### src/rtl/element_bundle_cut_f.sv
// element_bundle_cut_f
//   Streaming float bundler for bipolar hypervectors. One dimension's run of
//   elements arrives over consecutive beats and is summed into one float. The
//   bipolar cut is applied to the sum, and one result element is presented.
//   The element format is {sign, exponent, mantissa} with an implicit hidden
//   bit.
//
//   Parameters:
//     EXPONENT_WIDTH - exponent field width
//     MANTISSA_WIDTH - stored mantissa width
//     CUT_ABS        - 1: clamp |x| to 1.0 and keep fractions
//                      0: hard sign, +/-1.0 only
//     MAX_RUN        - maximum number of elements in one run
//
//   Ports:
//     clk, reset_n         clock, asynchronous active-low reset
//     valid_in/ready_out   input beat handshake (elem_in, last_in)
//     valid_out/ready_in   result handshake (elem_out, count_out)
//     count_out            number of elements in the delivered run
//     ovf_out              (ELEMENT_BUNDLE_CUT_OVF_EN only) sticky per-run
//                          flag: an add saturated or took an inf/NaN input
//
//   Optional build macro: ELEMENT_BUNDLE_CUT_OVF_EN adds ovf_out.
module element_bundle_cut_f #(
    parameter int EXPONENT_WIDTH = 8,
    parameter int MANTISSA_WIDTH = 23,
    parameter int CUT_ABS        = 1,
    parameter int MAX_RUN        = 255
) (
    input  logic                                   clk,
    input  logic                                   reset_n,
    input  logic                                   valid_in,
    output logic                                   ready_out,
    input  logic [EXPONENT_WIDTH+MANTISSA_WIDTH:0] elem_in,
    input  logic                                   last_in,
    output logic                                   valid_out,
    input  logic                                   ready_in,
    output logic [EXPONENT_WIDTH+MANTISSA_WIDTH:0] elem_out,
    output logic [$clog2(MAX_RUN+1)-1:0]           count_out
`ifdef ELEMENT_BUNDLE_CUT_OVF_EN
    ,
    output logic                                   ovf_out
`endif
);
    localparam int E      = EXPONENT_WIDTH;
    localparam int M      = MANTISSA_WIDTH;
    localparam int W      = E + M + 1;
    localparam int CW     = $clog2(MAX_RUN + 1);
    localparam int EMAX   = (1 << E) - 1;
    localparam int BIAS_I = (1 << (E - 1)) - 1;
    localparam logic [E-1:0] BIAS = E'(BIAS_I);
    localparam logic [E-1:0] EFIN = E'(EMAX - 1);

    typedef enum logic [1:0] {ACCUM, CUT, OUT} state_t;

    state_t        state_q;
    logic [W-1:0]  acc_q;
    logic [CW-1:0] cnt_q;
    logic          ready_q;
    logic          valid_q;
    logic [W-1:0]  elem_q;
    logic [CW-1:0] count_q;
`ifdef ELEMENT_BUNDLE_CUT_OVF_EN
    logic          ovf_acc_q;
    logic          ovf_q;
    logic          ovf_d;
`endif

    // ------------------------------------------------------------------
    // acc_q + elem_in, truncating float add
    // ------------------------------------------------------------------
    logic          a_s, b_s, big_s, b_inf, sat;
    logic [E-1:0]  a_e, b_e, big_e, sml_e, d_e;
    logic [M:0]    a_m, b_m, big_m, sml_m, sml_sh;
    logic [M+1:0]  sum;
    logic [M:0]    norm;
    int            lz;
    int            res_e;
    logic [W-1:0]  sum_d;
    logic [CW-1:0] cnt_inc;

    always_comb begin
        // Zero/denormal operands become +0 (hidden bit cleared too).
        a_s = acc_q[W-1];
        a_e = acc_q[W-2:M];
        a_m = {1'b1, acc_q[M-1:0]};
        if (a_e == '0) begin
            a_s = 1'b0;
            a_m = '0;
        end
        b_s   = elem_in[W-1];
        b_e   = elem_in[W-2:M];
        b_m   = {1'b1, elem_in[M-1:0]};
        b_inf = &b_e;
        if (b_e == '0) begin
            b_s = 1'b0;
            b_m = '0;
        end else if (b_inf) begin
            // inf/NaN enters as max finite of the same sign
            b_e = EFIN;
            b_m = '1;
        end

        // Order by magnitude so the subtraction never goes negative.
        if ({a_e, a_m} >= {b_e, b_m}) begin
            big_s = a_s; big_e = a_e; big_m = a_m;
            sml_e = b_e; sml_m = b_m;
        end else begin
            big_s = b_s; big_e = b_e; big_m = b_m;
            sml_e = a_e; sml_m = a_m;
        end
        d_e    = big_e - sml_e;
        sml_sh = sml_m >> d_e;
        if (a_s == b_s) sum = {1'b0, big_m} + {1'b0, sml_sh};
        else            sum = {1'b0, big_m} - {1'b0, sml_sh};

        // Leading-zero count below the carry bit: highest set bit wins.
        lz = 0;
        for (int i = 0; i <= M; i++) begin
            if (sum[i]) lz = M - i;
        end
        norm  = sum[M:0] << lz;
        res_e = sum[M+1] ? int'(big_e) + 1 : int'(big_e) - lz;

        sat   = 1'b0;
        sum_d = '0;
        if (sum == '0) begin
            sum_d = '0;                          // exact cancellation -> +0
        end else if (res_e >= EMAX) begin
            sat   = 1'b1;
            sum_d = {big_s, EFIN, {M{1'b1}}};
        end else if (res_e <= 0) begin
            sum_d = '0;                          // underflow flushes to +0
        end else begin
            sum_d = {big_s, res_e[E-1:0], sum[M+1] ? sum[M:1] : norm[M-1:0]};
        end
`ifdef ELEMENT_BUNDLE_CUT_OVF_EN
        ovf_d = b_inf | sat;
`endif
        cnt_inc = cnt_q + CW'(1);
    end

    // ------------------------------------------------------------------
    // Bipolar cut of the finished sum
    // ------------------------------------------------------------------
    logic [W-1:0] cut_d;

    always_comb begin
        if (CUT_ABS != 0) begin
            cut_d = (acc_q[W-2:M] >= BIAS) ? {acc_q[W-1], BIAS, {M{1'b0}}} : acc_q;
        end else begin
            // +0 has no sign to keep; it resolves to +1.0
            cut_d = (acc_q[W-2:M] == '0) ? {1'b0, BIAS, {M{1'b0}}}
                                         : {acc_q[W-1], BIAS, {M{1'b0}}};
        end
    end

    // ------------------------------------------------------------------
    // ACCUM -> CUT -> OUT -> ACCUM
    // ------------------------------------------------------------------
    always_ff @(posedge clk or negedge reset_n) begin
        if (!reset_n) begin
            state_q   <= ACCUM;
            acc_q     <= '0;
            cnt_q     <= '0;
            ready_q   <= 1'b0;
            valid_q   <= 1'b0;
            elem_q    <= '0;
            count_q   <= '0;
`ifdef ELEMENT_BUNDLE_CUT_OVF_EN
            ovf_acc_q <= 1'b0;
            ovf_q     <= 1'b0;
`endif
        end else begin
            case (state_q)
                ACCUM: begin
                    ready_q <= 1'b1;
                    if (valid_in && ready_q) begin
                        acc_q <= sum_d;
                        cnt_q <= cnt_inc;
`ifdef ELEMENT_BUNDLE_CUT_OVF_EN
                        ovf_acc_q <= ovf_acc_q | ovf_d;
`endif
                        // A full run is closed even without last_in.
                        if (last_in || cnt_inc == CW'(MAX_RUN)) begin
                            state_q <= CUT;
                            ready_q <= 1'b0;
                        end
                    end
                end
                CUT: begin
                    elem_q  <= cut_d;
                    count_q <= cnt_q;
                    valid_q <= 1'b1;
`ifdef ELEMENT_BUNDLE_CUT_OVF_EN
                    ovf_q   <= ovf_acc_q;
`endif
                    state_q <= OUT;
                end
                OUT: begin
                    if (ready_in) begin
                        valid_q   <= 1'b0;
                        acc_q     <= '0;
                        cnt_q     <= '0;
                        ready_q   <= 1'b1;
`ifdef ELEMENT_BUNDLE_CUT_OVF_EN
                        ovf_acc_q <= 1'b0;
                        ovf_q     <= 1'b0;
`endif
                        state_q   <= ACCUM;
                    end
                end
                default: begin
                    state_q <= ACCUM;
                end
            endcase
        end
    end

    assign ready_out = ready_q;
    assign valid_out = valid_q;
    assign elem_out  = elem_q;
    assign count_out = count_q;
`ifdef ELEMENT_BUNDLE_CUT_OVF_EN
    assign ovf_out   = ovf_q;
`endif

endmodule

### config.mk
export PLATFORM = sky130hd
export DESIGN_NAME = element_bundle_cut_f
export DESIGN_NICKNAME = d
export VERILOG_FILES = /design/src/rtl/element_bundle_cut_f.sv
export SDC_FILE = /design/constraint.sdc
export NUM_CORES = 1
export LEC_CHECK = 0
export CORE_AREA = 2 2 185 187
export CTS_CLUSTER_SIZE = 28
export DETAILED_ROUTE_END_ITERATION = 6
export DIE_AREA = 0 0 187 189
export SLEW_MARGIN = 20
export SYNTH_ARGS = -nofsm -noshare
export SYNTH_HDL_FRONTEND = slang
export SYNTH_SLANG_ARGS = --single-unit
### constraint.sdc
create_clock -name clk -period 18.2 [get_ports clk]
set_clock_uncertainty 0.1 [all_clocks]
set_input_delay 1.82 -clock clk [delete_from_list [all_inputs] [get_ports clk]]
set_output_delay 1.82 -clock clk [all_outputs]
set_load 0.01 [all_outputs]
==> run_summary.xml <==
<?xml version="1.0" encoding="UTF-8"?>
<metrics>
  <group name="floorplan">
    <metric name="site_rows" unit="">67</metric>
    <metric name="initial_utilization" unit="">0.3451</metric>
    <metric name="core-area" unit="µm²">33280</metric>
    <metric name="die_outline_area" unit="µm²">35340</metric>
    <metric name="die_x" unit="µm">187</metric>
    <metric name="die_h" unit="µm">189</metric>
    <metric name="pin_count" unit="">79</metric>
  </group>
  <group name="synthesis">
    <metric name="synth_simple_gate_area_share" unit="">0.2253</metric>
    <metric name="netlist_instances" unit="">1547</metric>
    <metric name="synth_fa_ha_area_frac" unit="">0.07647</metric>
    <metric name="yosysTopAreaCellShare" unit="">0.1830</metric>
    <metric name="fraction_of_the_mapped_netlist_area_in_compound_gates" unit="">0.3131</metric>
    <metric name="yosysSeqAreaShare" unit="">0.1830</metric>
    <metric name="synthFlopType" unit="">sky130_fd_sc_hd__dfrtp_1</metric>
    <metric name="post_synth_mux_area_share" unit="">0.09717</metric>
    <metric name="yosys.area_share.xor_xnor" unit="">0.04891</metric>
    <metric name="synth.largest_area_cell" unit="">sky130_fd_sc_hd__dfrtp_1</metric>
    <metric name="postSynthRegisterBits" unit="">84</metric>
    <metric name="mean_instance_size_in_the_synthesized_netlist" unit="µm²">7.425</metric>
    <metric name="netlist-cell-type-count" unit="">98</metric>
    <metric name="synthesis.nets" unit="">1653</metric>
    <metric name="yosys-top-cells-area" unit="">sky130_fd_sc_hd__dfrtp_1, sky130_fd_sc_hd__ha_1, sky130_fd_sc_hd__nand2_1</metric>
    <metric name="synth-async-reset-ratio" unit="">1.000</metric>
    <metric name="netlist_area_before_placement" unit="µm²">11490</metric>
    <metric name="yosysWarnings" unit="">0</metric>
    <metric name="number_of_enable_type_register_cells_in_the_synthesized_netlist" unit="">0</metric>
    <metric name="synth_top_family_by_area" unit="">compound AO/OA/AOI/OAI gates</metric>
  </group>
  <group name="global_routing">
    <metric name="grt-ovfl-total" unit="">0</metric>
    <metric name="grt_util_all_layers" unit="">0.2449</metric>
    <metric name="grt.met1_usage" unit="">0.3422</metric>
    <metric name="global_route.peak_usage_layer" unit="">met2</metric>
    <metric name="globalRouteMet3Util" unit="">0.03744</metric>
    <metric name="number_of_antenna_violations_at_the_first_check_in_global_routing" unit="">0</metric>
    <metric name="grt_max_degree" unit="">85</metric>
    <metric name="vias_in_the_first_global_route" unit="">11552</metric>
    <metric name="grt_first_pass_wirelength" unit="µm">68670</metric>
    <metric name="groute.layer.met2.usage" unit="">0.3916</metric>
  </group>
  <group name="routing">
    <metric name="wl_per_cell" unit="µm">22.26</metric>
    <metric name="drt-total-wl" unit="µm">44670</metric>
    <metric name="drt_first_pass_iters" unit="">7</metric>
    <metric name="detail_route.drc_violations" unit="">0</metric>
    <metric name="drtAntennaViolNets" unit="">0</metric>
    <metric name="iteration_0_drc_count_of_the_detailed_router" unit="">1498</metric>
    <metric name="drt-vias-per-instance" unit="">6.232</metric>
    <metric name="route.vias.total" unit="">12507</metric>
  </group>
  <group name="setup_path">
    <metric name="crit_arrival" unit="ns">17.12</metric>
    <metric name="kind_of_launch_point_of_the_worst_setup_path" unit="">primary input</metric>
    <metric name="worstPathRequired" unit="ns">18.29</metric>
    <metric name="cp-end-kind" unit="">register</metric>
    <metric name="cp_slowest_cell" unit="">sky130_fd_sc_hd__a2111oi_0</metric>
    <metric name="crit_path_max_incr_delay" unit="ns">0.57</metric>
    <metric name="setup.worst_path.class" unit="">in -&gt; reg</metric>
    <metric name="timing.critical_path.fanout_max" unit="">35</metric>
  </group>
  <group name="timing">
    <metric name="fin_hold_ws" unit="ns">0.3802</metric>
    <metric name="max-slew-margin-rel" unit="">0.2919</metric>
    <metric name="setup_tns" unit="ns">0</metric>
    <metric name="setup-violations-final" unit="">0</metric>
    <metric name="timing_worst_slew_pin_value" unit="ns">1.052</metric>
    <metric name="timing.final.hold_violations" unit="">0</metric>
    <metric name="finalCritPeriodShare" unit="">0.9353</metric>
    <metric name="max_clock_freq" unit="GHz">0.05874</metric>
    <metric name="finalWorstPathRequiredPeriod" unit="ns">17.02</metric>
    <metric name="timing.final.max_slew_violations" unit="">0</metric>
    <metric name="grt_setup_unrepaired" unit="">no</metric>
  </group>
  <group name="job">
    <metric name="timing.max_cap.violations" unit="">0</metric>
  </group>
  <group name="finish">
    <metric name="utilization_of_the_core_after_routing" unit="">0.3883</metric>
    <metric name="final-seq-area" unit="µm²">2102</metric>
    <metric name="mostFrequentLayoutCell" unit="">sky130_fd_sc_hd__nand2_1</metric>
    <metric name="antenna_cells_inserted" unit="">0</metric>
    <metric name="most_frequent_cells_in_the_layout" unit="">sky130_fd_sc_hd__nand2_1, sky130_fd_sc_hd__o21ai_0, sky130_fd_sc_hd__nor2_1</metric>
    <metric name="fill_cells" unit="">3533</metric>
    <metric name="final_layout_size_suffix_gt1_frac" unit="">0.08275</metric>
    <metric name="multi_input_area" unit="µm²">8821</metric>
    <metric name="syn2layout_area_growth" unit="%">12.52</metric>
    <metric name="finish.net_count" unit="">1660</metric>
  </group>
  <group name="place">
    <metric name="io_port_bufs" unit="">78</metric>
    <metric name="dp.final_hpwl" unit="µm">34740</metric>
    <metric name="place_congestion" unit="">1.003</metric>
  </group>
  <group name="worst_hold_path">
    <metric name="hp-class" unit="">reg -&gt; reg</metric>
  </group>
  <group name="cts">
    <metric name="worst_setup_hold_path_clk_slew" unit="ns">0.06</metric>
    <metric name="tritoncts" unit="">yes</metric>
    <metric name="cts_inserted_buffers" unit="">9</metric>
    <metric name="cts.htree.levels" unit="">3</metric>
    <metric name="clk_path_buf_depth" unit="">2</metric>
    <metric name="postCtsSetupBuffers" unit="">0</metric>
    <metric name="cts_num_sinks" unit="">84</metric>
    <metric name="root_buffer_master" unit="">sky130_fd_sc_hd__clkbuf_16</metric>
    <metric name="clock_latency" unit="ns">0.34</metric>
  </group>
  <group name="run_status">
    <metric name="outcome" unit="">finished clean</metric>
  </group>
</metrics>
[state kept, by name (all words and copies together) (netlist names)]
name       flops
elem_out      32
ready_out      1
count_out      8
valid_out      1
state_q        2
cnt_q          8
acc_q         32
[worst max-delay path: cells and delay by family]
kind | cells | cell delay [ns]
AO/OA/AOI/OAI | 17 | 4.74
XOR/XNOR | 1 | 0.36
adder cells (fa/ha/maj) | 5 | 1.99
buffers and inverters | 8 | 2.32
multiplexers | 5 | 1.87
AND/OR/NAND/NOR | 18 | 3.97
[what timing repair did]
| item | 4_1_cts | 5_1_grt |
|---|---|---|
| setup endpoints to repair | 0 | 27 |
| hold buffers | 0 | 0 |
| resized for setup | 0 | 4 |
[per-stage QoR]
| step | cells | area (µm²) | setup slack, ns |
|---|---|---|---|
| 2_1_floorplan | 1547 | 11490 | 2.014 |
| 3_3_place_gp | 1990 | 12590 | 0.8053 |
| 3_5_place_dp | 1990 | 12590 | 0.6711 |
| 4_1_cts | 2006 | 12870 | 0.9819 |
| 5_1_grt | 2007 | 12920 | 0.1137 |
| 6_report | 2007 | 12920 | 1.177 |
[Yosys cell counts, drive strengths merged, types with 23 or more instances]
master	number
dfrtp	84
clkbuf	73
mux2	25
a22o	23
nor2	120
and2	33
ha	67
mux2i	47
xnor2	35
xor2	27
buf	30
a211oi	36
nand3	42
inv	52
o21ai	173
nand2	216
nor3	31
a21oi	102
[cell families after synthesis]
group | after synthesis
simple gates | 550
flops | 84
xor+xnor | 62
mux | 88
fa+ha+maj | 69
compound gates | 538
buf+inv | 156
[cell type report]
cell class	instances	share of cell area
Clock buffer	13	0.02014
Clock inverter	3	0.001646
Inverter	53	0.01539
Multi-Input combinational cell	1307	0.6825
Sequential cell	84	0.1626
Tap cell	448	0.04337
Timing Repair Buffer	99	0.07426
[final timing paths]
| check | startpoint | endpoint | slack [ns] | cells after the start |
|---|---|---|---|---|
| worst max register to register | acc_q[28]$_DFFE_PN0P_ | acc_q[23]$_DFFE_PN0P_ | 2.22 | 54 |
| min in group asynchronous | reset_n | count_out[1]$_DFFE_PN0P_ | 1.42 | 1 |
| max in group asynchronous | reset_n | acc_q[9]$_DFFE_PN0P_ | 16.03 | 1 |
| worst min register to register | elem_out[26]$_DFFE_PN0P_ | elem_out[26]$_DFFE_PN0P_ | 0.38 | 2 |
| worst max-delay path | elem_in[25] | acc_q[23]$_DFFE_PN0P_ | 1.18 | 54 |
| worst min-delay path | elem_out[26]$_DFFE_PN0P_ | elem_out[26]$_DFFE_PN0P_ | 0.38 | 2 |
[routing by layer]
layer | share of wire | vias up
met2 | 0.45 | 632
met1 | 0.44 | 6005
met4 | 0.026 | 0
met3 | 0.080 | 83
li1 | - | 5787
met5 | 0 | -
Power is not shown: default switching activity piles up to over one toggle a cycle in this logic, so the estimate is an artifact.
